File: config.mk
export PLATFORM = sky130hd
export DESIGN_NAME = gpu_op_arbiter
export DESIGN_NICKNAME = d
export VERILOG_FILES = /design/src/rtl/gpu_op_arbiter.sv
export SDC_FILE = /design/constraint.sdc
export NUM_CORES = 1
export LEC_CHECK = 0
export CORE_MARGIN = 5
export CORE_UTILIZATION = 45
export CTS_BUF_LIST = sky130_fd_sc_hd__clkbuf_4
export CTS_CLUSTER_DIAMETER = 30
export DETAILED_ROUTE_END_ITERATION = 12
export PLACE_DENSITY = 0.95
export SYNTH_ARGS = -nofsm -noshare
export SYNTH_HDL_FRONTEND = slang
export SYNTH_SLANG_ARGS = --single-unit
export TNS_END_PERCENT = 30
File: constraint.sdc
create_clock -name clk -period 4.25 [get_ports clk]
set_input_delay 1.0625 -clock clk [delete_from_list [all_inputs] [get_ports clk]]
set_output_delay 1.0625 -clock clk [all_outputs]
set_load 0.05 [all_outputs]
File: src/rtl/gpu_op_arbiter.sv
// Round-robin arbiter sharing the GPU op FIFO write port among several op producers,
// with a per-frame completion barrier released by the display swap. OP_W is the gpu_op_t width.
module gpu_op_arbiter #(
  parameter int REQUESTERS = 2,
  parameter int OP_W       = 32,
  parameter int GRANT_W    = (REQUESTERS > 1) ? $clog2(REQUESTERS) : 1
) (
  input  logic                       clk,
  input  logic                       rst,
  input  logic                       ce,
  input  logic [REQUESTERS-1:0]      req_valid,
  input  logic [REQUESTERS*OP_W-1:0] req_op,
  input  logic [REQUESTERS-1:0]      req_last,
  output logic [REQUESTERS-1:0]      req_ack,
  output logic [OP_W-1:0]            op,
  output logic                       op_wr_en,
  input  logic                       op_full,
  input  logic                       swap,
  output logic                       frame_done,
  output logic [GRANT_W-1:0]         grant_idx
);

  typedef enum logic {IDLE, GAP} state_t;

  state_t                  state, state_n;
  logic [GRANT_W-1:0]      last_grant, last_grant_n;
  logic [REQUESTERS-1:0]   done_mask, done_mask_n;
  logic [REQUESTERS-1:0]   req_ack_n;
  logic [OP_W-1:0]         op_n;
  logic                    op_wr_en_n;
  logic                    frame_done_n;
  logic [GRANT_W-1:0]      grant_idx_n;

  logic [REQUESTERS-1:0]   eligible;
  logic [REQUESTERS-1:0]   sel_oh;
  logic [GRANT_W-1:0]      sel_idx;
  logic                    found;
  logic [OP_W-1:0]         sel_op;

  assign eligible = req_valid & ~done_mask;

  // Two passes: indices above the last grant first, then wrap around to the rest.
  always_comb begin
    sel_oh  = '0;
    sel_idx = '0;
    found   = 1'b0;
    for (int i = 0; i < REQUESTERS; i++) begin
      if (!found && eligible[i] && (i > int'(last_grant))) begin
        sel_oh[i] = 1'b1;
        sel_idx   = GRANT_W'(i);
        found     = 1'b1;
      end
    end
    for (int i = 0; i < REQUESTERS; i++) begin
      if (!found && eligible[i] && (i <= int'(last_grant))) begin
        sel_oh[i] = 1'b1;
        sel_idx   = GRANT_W'(i);
        found     = 1'b1;
      end
    end
  end

  always_comb begin
    sel_op = '0;
    for (int i = 0; i < REQUESTERS; i++) begin
      if (sel_oh[i]) sel_op = req_op[i*OP_W +: OP_W];
    end
  end

  // Write strobe and acks default low so they never outlive one edge, even with ce low.
  always_comb begin
    state_n      = state;
    last_grant_n = last_grant;
    done_mask_n  = done_mask;
    req_ack_n    = '0;
    op_n         = op;
    op_wr_en_n   = 1'b0;
    frame_done_n = frame_done;
    grant_idx_n  = grant_idx;
    if (ce) begin
      case (state)
        IDLE: begin
          if (!op_full && !frame_done && found) begin
            op_n         = sel_op;
            op_wr_en_n   = 1'b1;
            req_ack_n    = sel_oh;
            grant_idx_n  = sel_idx;
            last_grant_n = sel_idx;
            done_mask_n  = done_mask | (sel_oh & req_last);
            state_n      = GAP;
          end
        end
        GAP:     state_n = IDLE;
        default: state_n = IDLE;
      endcase
      // A grant cannot coincide with an accepted swap: grants are blocked while frame_done is high.
      if (frame_done && swap) begin
        done_mask_n  = '0;
        frame_done_n = 1'b0;
      end else if (&done_mask) begin
        frame_done_n = 1'b1;
      end
    end
  end

  always_ff @(posedge clk or negedge rst) begin
    if (!rst) begin
      state      <= IDLE;
      last_grant <= GRANT_W'(REQUESTERS - 1);
      done_mask  <= '0;
      req_ack    <= '0;
      op         <= '0;
      op_wr_en   <= 1'b0;
      frame_done <= 1'b0;
      grant_idx  <= '0;
    end else begin
      state      <= state_n;
      last_grant <= last_grant_n;
      done_mask  <= done_mask_n;
      req_ack    <= req_ack_n;
      op         <= op_n;
      op_wr_en   <= op_wr_en_n;
      frame_done <= frame_done_n;
      grant_idx  <= grant_idx_n;
    end
  end

endmodule

-- Yosys cells after proc, flatten, opt, wreduce, memory -nomap -nowiden
Index checks and enable logic that the tools add are counted.
- input port bits: 73
- word-level logic and storage cells: 54
- register bits: 41
- output and inout port bits: 37
- $lt $le $gt $ge: 2
- equal/unequal tests: 1
- multiplexer cells: 21
- bitwise gates (word level): 5
- reduce and logical (&&, ||, !) cells: 17
- operators by type and width (operator ; number):
    32-bit 2-to-1 mux ; 2
    1-bit 2-to-1 mux ; 12
    2-bit 2-to-1 mux ; 6
    1-bit logical AND ; 7
    3-bit AND reduction ; 2
    2-bit bitwise AND ; 2
    1-bit zero test ; 4
    2-bit AND reduction ; 2
    2-bit nonzero test ; 2
    2-bit by 1-bit inequality test with 1-bit output (second input constant) ; 1
    2-bit inverter ; 1
    2-bit OR ; 1
    1-bit one-hot mux with 2 select lines ; 1
    1-bit greater-than comparator (first input constant) ; 1
    1-bit less-or-equal comparator (first input constant) ; 1
    1-bit inverter ; 1

-- Depth between registers and ports, before layout
- depth in word-level cells: 16
- gate-level depth with buffers: 6
- gate-level depth less buffers: 3

-- Worst setup path before layout
No wires, ideal clock.
- kind: input to register
- start: in op_full
- end: reg op[0]
- arrival: 2.041 ns
- setup slack: 2.079 ns
- cell stages on the path: 5
- data required time: 4.120 ns
- buffers on the path: 2
- setup time: 0.130 ns
- path through: nor4b_4 -> o21a_1 -> buf_4 -> buf_6 -> o221ai_2
- cells in the longest elaborated chain, start to end: 4
- ends and longest elaborated chain (item ; line ; text):
    start: declaration ; 17 ; input logic op_full,
    1-bit zero test ; 83 ; if (!op_full && !frame_done && found) begin
    1-bit logical AND (2 in a row) ; 83 ;
    3-bit AND reduction (no source line) ; - ;
    end signal: assignment ; 121 ; op <= op_n;
    end: declaration ; 15 ; output logic [OP_W-1:0] op,
No other way between the ends.
A chain may end at the register's enable or synchronous reset.

-- Worst setup path after layout
- start: in ce
- end: reg op[25]
- cells in the longest elaborated chain, start to end: 1
- ends and longest elaborated chain (item ; line ; text):
    start: declaration ; 10 ; input logic ce,
    3-bit AND reduction (no source line) ; - ;
No other way between the ends.

==> results.json <==
{
  "finalCritPeriodShare_pct": 71.21,
  "synth-seq-cells": 41,
  "synth_fp_nets": 286,
  "fp.dieH_um": 79.60,
  "ant_nets": 0,
  "yosys_warnings": 0,
  "critPathTopFamily": "buffers and inverters",
  "firstDrtPassIters": 4,
  "syn_area_per_cell_sq_um": 10.23,
  "synth.distinct_cells": 26,
  "grt_pass1_vias": 2063,
  "drc": 0,
  "avgViaCountPerCell": 5.260,
  "post_cts_buffers": 0,
  "critPathArrivalTime_ns": 3.27,
  "path_cells": "clkdlybuf4s50_1 > nor4b_4 > buf_4 > nand3_2 > buf_4 > o221ai_1",
  "slew_viol_final": 0,
  "core_sq_mm": 0.004723,
  "timing.final.ws_setup_ns": 1.223,
  "portBuffers": 109,
  "area_growth_pct": 54.59,
  "die_w_um": 79.60,
  "peakVddDrop_uv": 479.5,
  "hold_viol": 0,
  "ios": 110,
  "grtUsageTotal_pct": 19.86,
  "final_area_sq_mm": 0.003369,
  "initial_core_util_pct": 46.15,
  "diodes": 0,
  "netlist_area_sq_mm": 0.002180,
  "wl_per_cell_um": 16.03,
  "maxCapViolCount": 0,
  "layout_min_cycle_time_ns": 3.027,
  "setup_violations": 0,
  "hp-class": "register to register",
  "cp_slowest_cell": "clkdlybuf4s50_1",
  "clockRootBuffer": "clkbuf_4",
  "criticalPathCategory": "input pin to register",
  "rrSetupSlack_ns": 1.95,
  "antenna_found_initial": 0,
  "first_iter_violations": 121,
  "place_ws_ns": 0.8375,
  "max_freq_ghz": 0.3304,
  "seq_area_frac_synth_pct": 47.13,
  "synthArstFlopShare_pct": 100.0,
  "path_buf_inv": 3,
  "clkTransAtPathRegs_ns": 0.12,
  "status": "finished, final reports clean",
  "cp_data_required_time_ns": 4.50,
  "post-dp-hpwl_um": 4652,
  "htree_levels": 2,
  "clock_path_buffers": 2,
  "synth_edf_count": 0,
  "rows": 25,
  "slew_headroom_pct": 39.53,
  "crit_fanout": 37,
  "cp_common_cell": "buf_4",
  "skew_ns": 0.003155,
  "drive_above_1_share_pct": 14.20,
  "syn_inst": 213,
  "gr-total-overflow": 0,
  "dpl_cell_area_sq_mm": 0.003297,
  "grt_pass1_wl_um": 9860,
  "cts_sinks": 41,
  "end_kind": "register",
  "grt_max_degree": 42,
  "wirelength_um": 6157,
  "crit_path_max_incr_delay_ns": 0.52,
  "power.leakage_uw": 0.001493,
  "cellPowerDensity_mw_per_mm2": 693.4,
  "place_congestion": 0.7749,
  "startpoint_type": "input pin",
  "finalSetupTns_ns": 0,
  "finalNetCount": 390,
  "tightestPinTransition_ns": 0.9071,
  "clk_latency_ns": 0.33,
  "cts_resized": 0,
  "grt_setup_unrepaired": "no",
  "cts-hold-fix-buffers": 0,
  "numCtsBuffers": 5,
  "die_area_sq_mm": 0.006335,
  "synth_flop_cell": "dfrtp_1",
  "cts_tree": "built",
  "vias": 2020
}
[worst register-to-register path, cell delays in order (launching register included)]
cell      delay, ns
dfrtp_1        0.45
nor4b_4        0.28
buf_4          0.39
nand3_2        0.48
buf_4          0.40
o221ai_1       0.22
[cell families after synthesis]
| family | Yosys count | share of synthesized area [%] |
|---|---|---|
| buf+inv | 88 | 16.53 |
| simple gates | 43 | 13.32 |
| flops | 41 | 47.13 |
| compound gates | 41 | 23.02 |
[power by group]
group / total, uW / internal, uW / switching (uW) / leakage, uW
Combinational: 1410 / 502 / 909 / 0.000943
Sequential: 682 / 569 / 113 / 0.000509
Clock: 243 / 120 / 123 / 0.0000410
[cells in the mapped netlist, types with 3 or more instances]
library cell | n | area (sq um)
buf_6 | 3 | 33.78
inv_1 | 70 | 262.8
clkbuf_1 | 10 | 37.54
o221ai_2 | 26 | 390.4
o221ai_1 | 6 | 52.55
buf_2 | 3 | 15.01
nand4_1 | 32 | 200.2
dfrtp_1 | 40 | 1001
[flip-flops by register name, indices dropped and copies added, names as in the netlist]
name and count:
op_wr_en 1, state 1, done_mask 2, frame_done 1
op 32, req_ack 2, last_grant 1, grant_idx 1
[per-layer routing]
metal	track usage, %	share of wire (%)
met3	4.515	7.6
met2	36.06	55
met1	24.22	37
met5	0	0
met4	3.265	0.62
[worst paths after layout]
| check | startpoint | to | cells after the start |
|---|---|---|---|
| worst max-delay path | ce | op[25] | 6 |
| worst min-delay path | last_grant | last_grant | 2 |
| worst max register to register | frame_done | op[25] | 5 |
| worst min register to register | last_grant | last_grant | 2 |
| max in group asynchronous | rst | op[27] | 1 |
| min in group asynchronous | rst | op[3] | 1 |
[final cells by class]
class,count,area (sq um)
repair buffers,114,1124
multi-input cells,84,795.8
clock buffers,5,37.54
well taps,67,83.83
flip-flops and latches,41,1027
clock inverters,2,35.03
inverters,71,266.5
fillers,338,1354
[per-stage QoR]
step | total power [uW] | util (%) | hold WS (ns) | std cells
final | 2336 | 71.34 | 0.5152 | 384
after global routing | 2460 | 71.34 | 0.5576 | 384
after CTS | 2353 | 71.34 | 0.5181 | 384
after detailed placement | 2109 | 69.80 | 0.4993 | 377
after global placement | 2070 | 69.80 | 0.4682 | 377
after floorplan | 1612 | - | 0.4536 | 213
[layout by cell type, fill, tap and decap left out, drive strengths merged]
| cell type | count |
|---|---|
| o2111ai | 2 |
| nand4 | 32 |
| clkinv | 1 |
| and2 | 2 |
| dfstp | 1 |
| inv | 71 |
| a31oi | 1 |
| dfrtp | 40 |
| buf | 6 |
| o221ai | 32 |
| o21a | 1 |
| a21o | 1 |
| and3 | 1 |
| o21ai | 2 |
| bufinv | 1 |
| nor2b | 2 |
| nand3 | 2 |
| nor2 | 1 |
| nand3b | 1 |
| nor4b | 1 |
| or3b | 1 |
| clkbuf | 5 |
| clkdlybuf4s50 | 108 |
| a21oi | 2 |
Note: power is estimated with default switching activity, not from simulation.
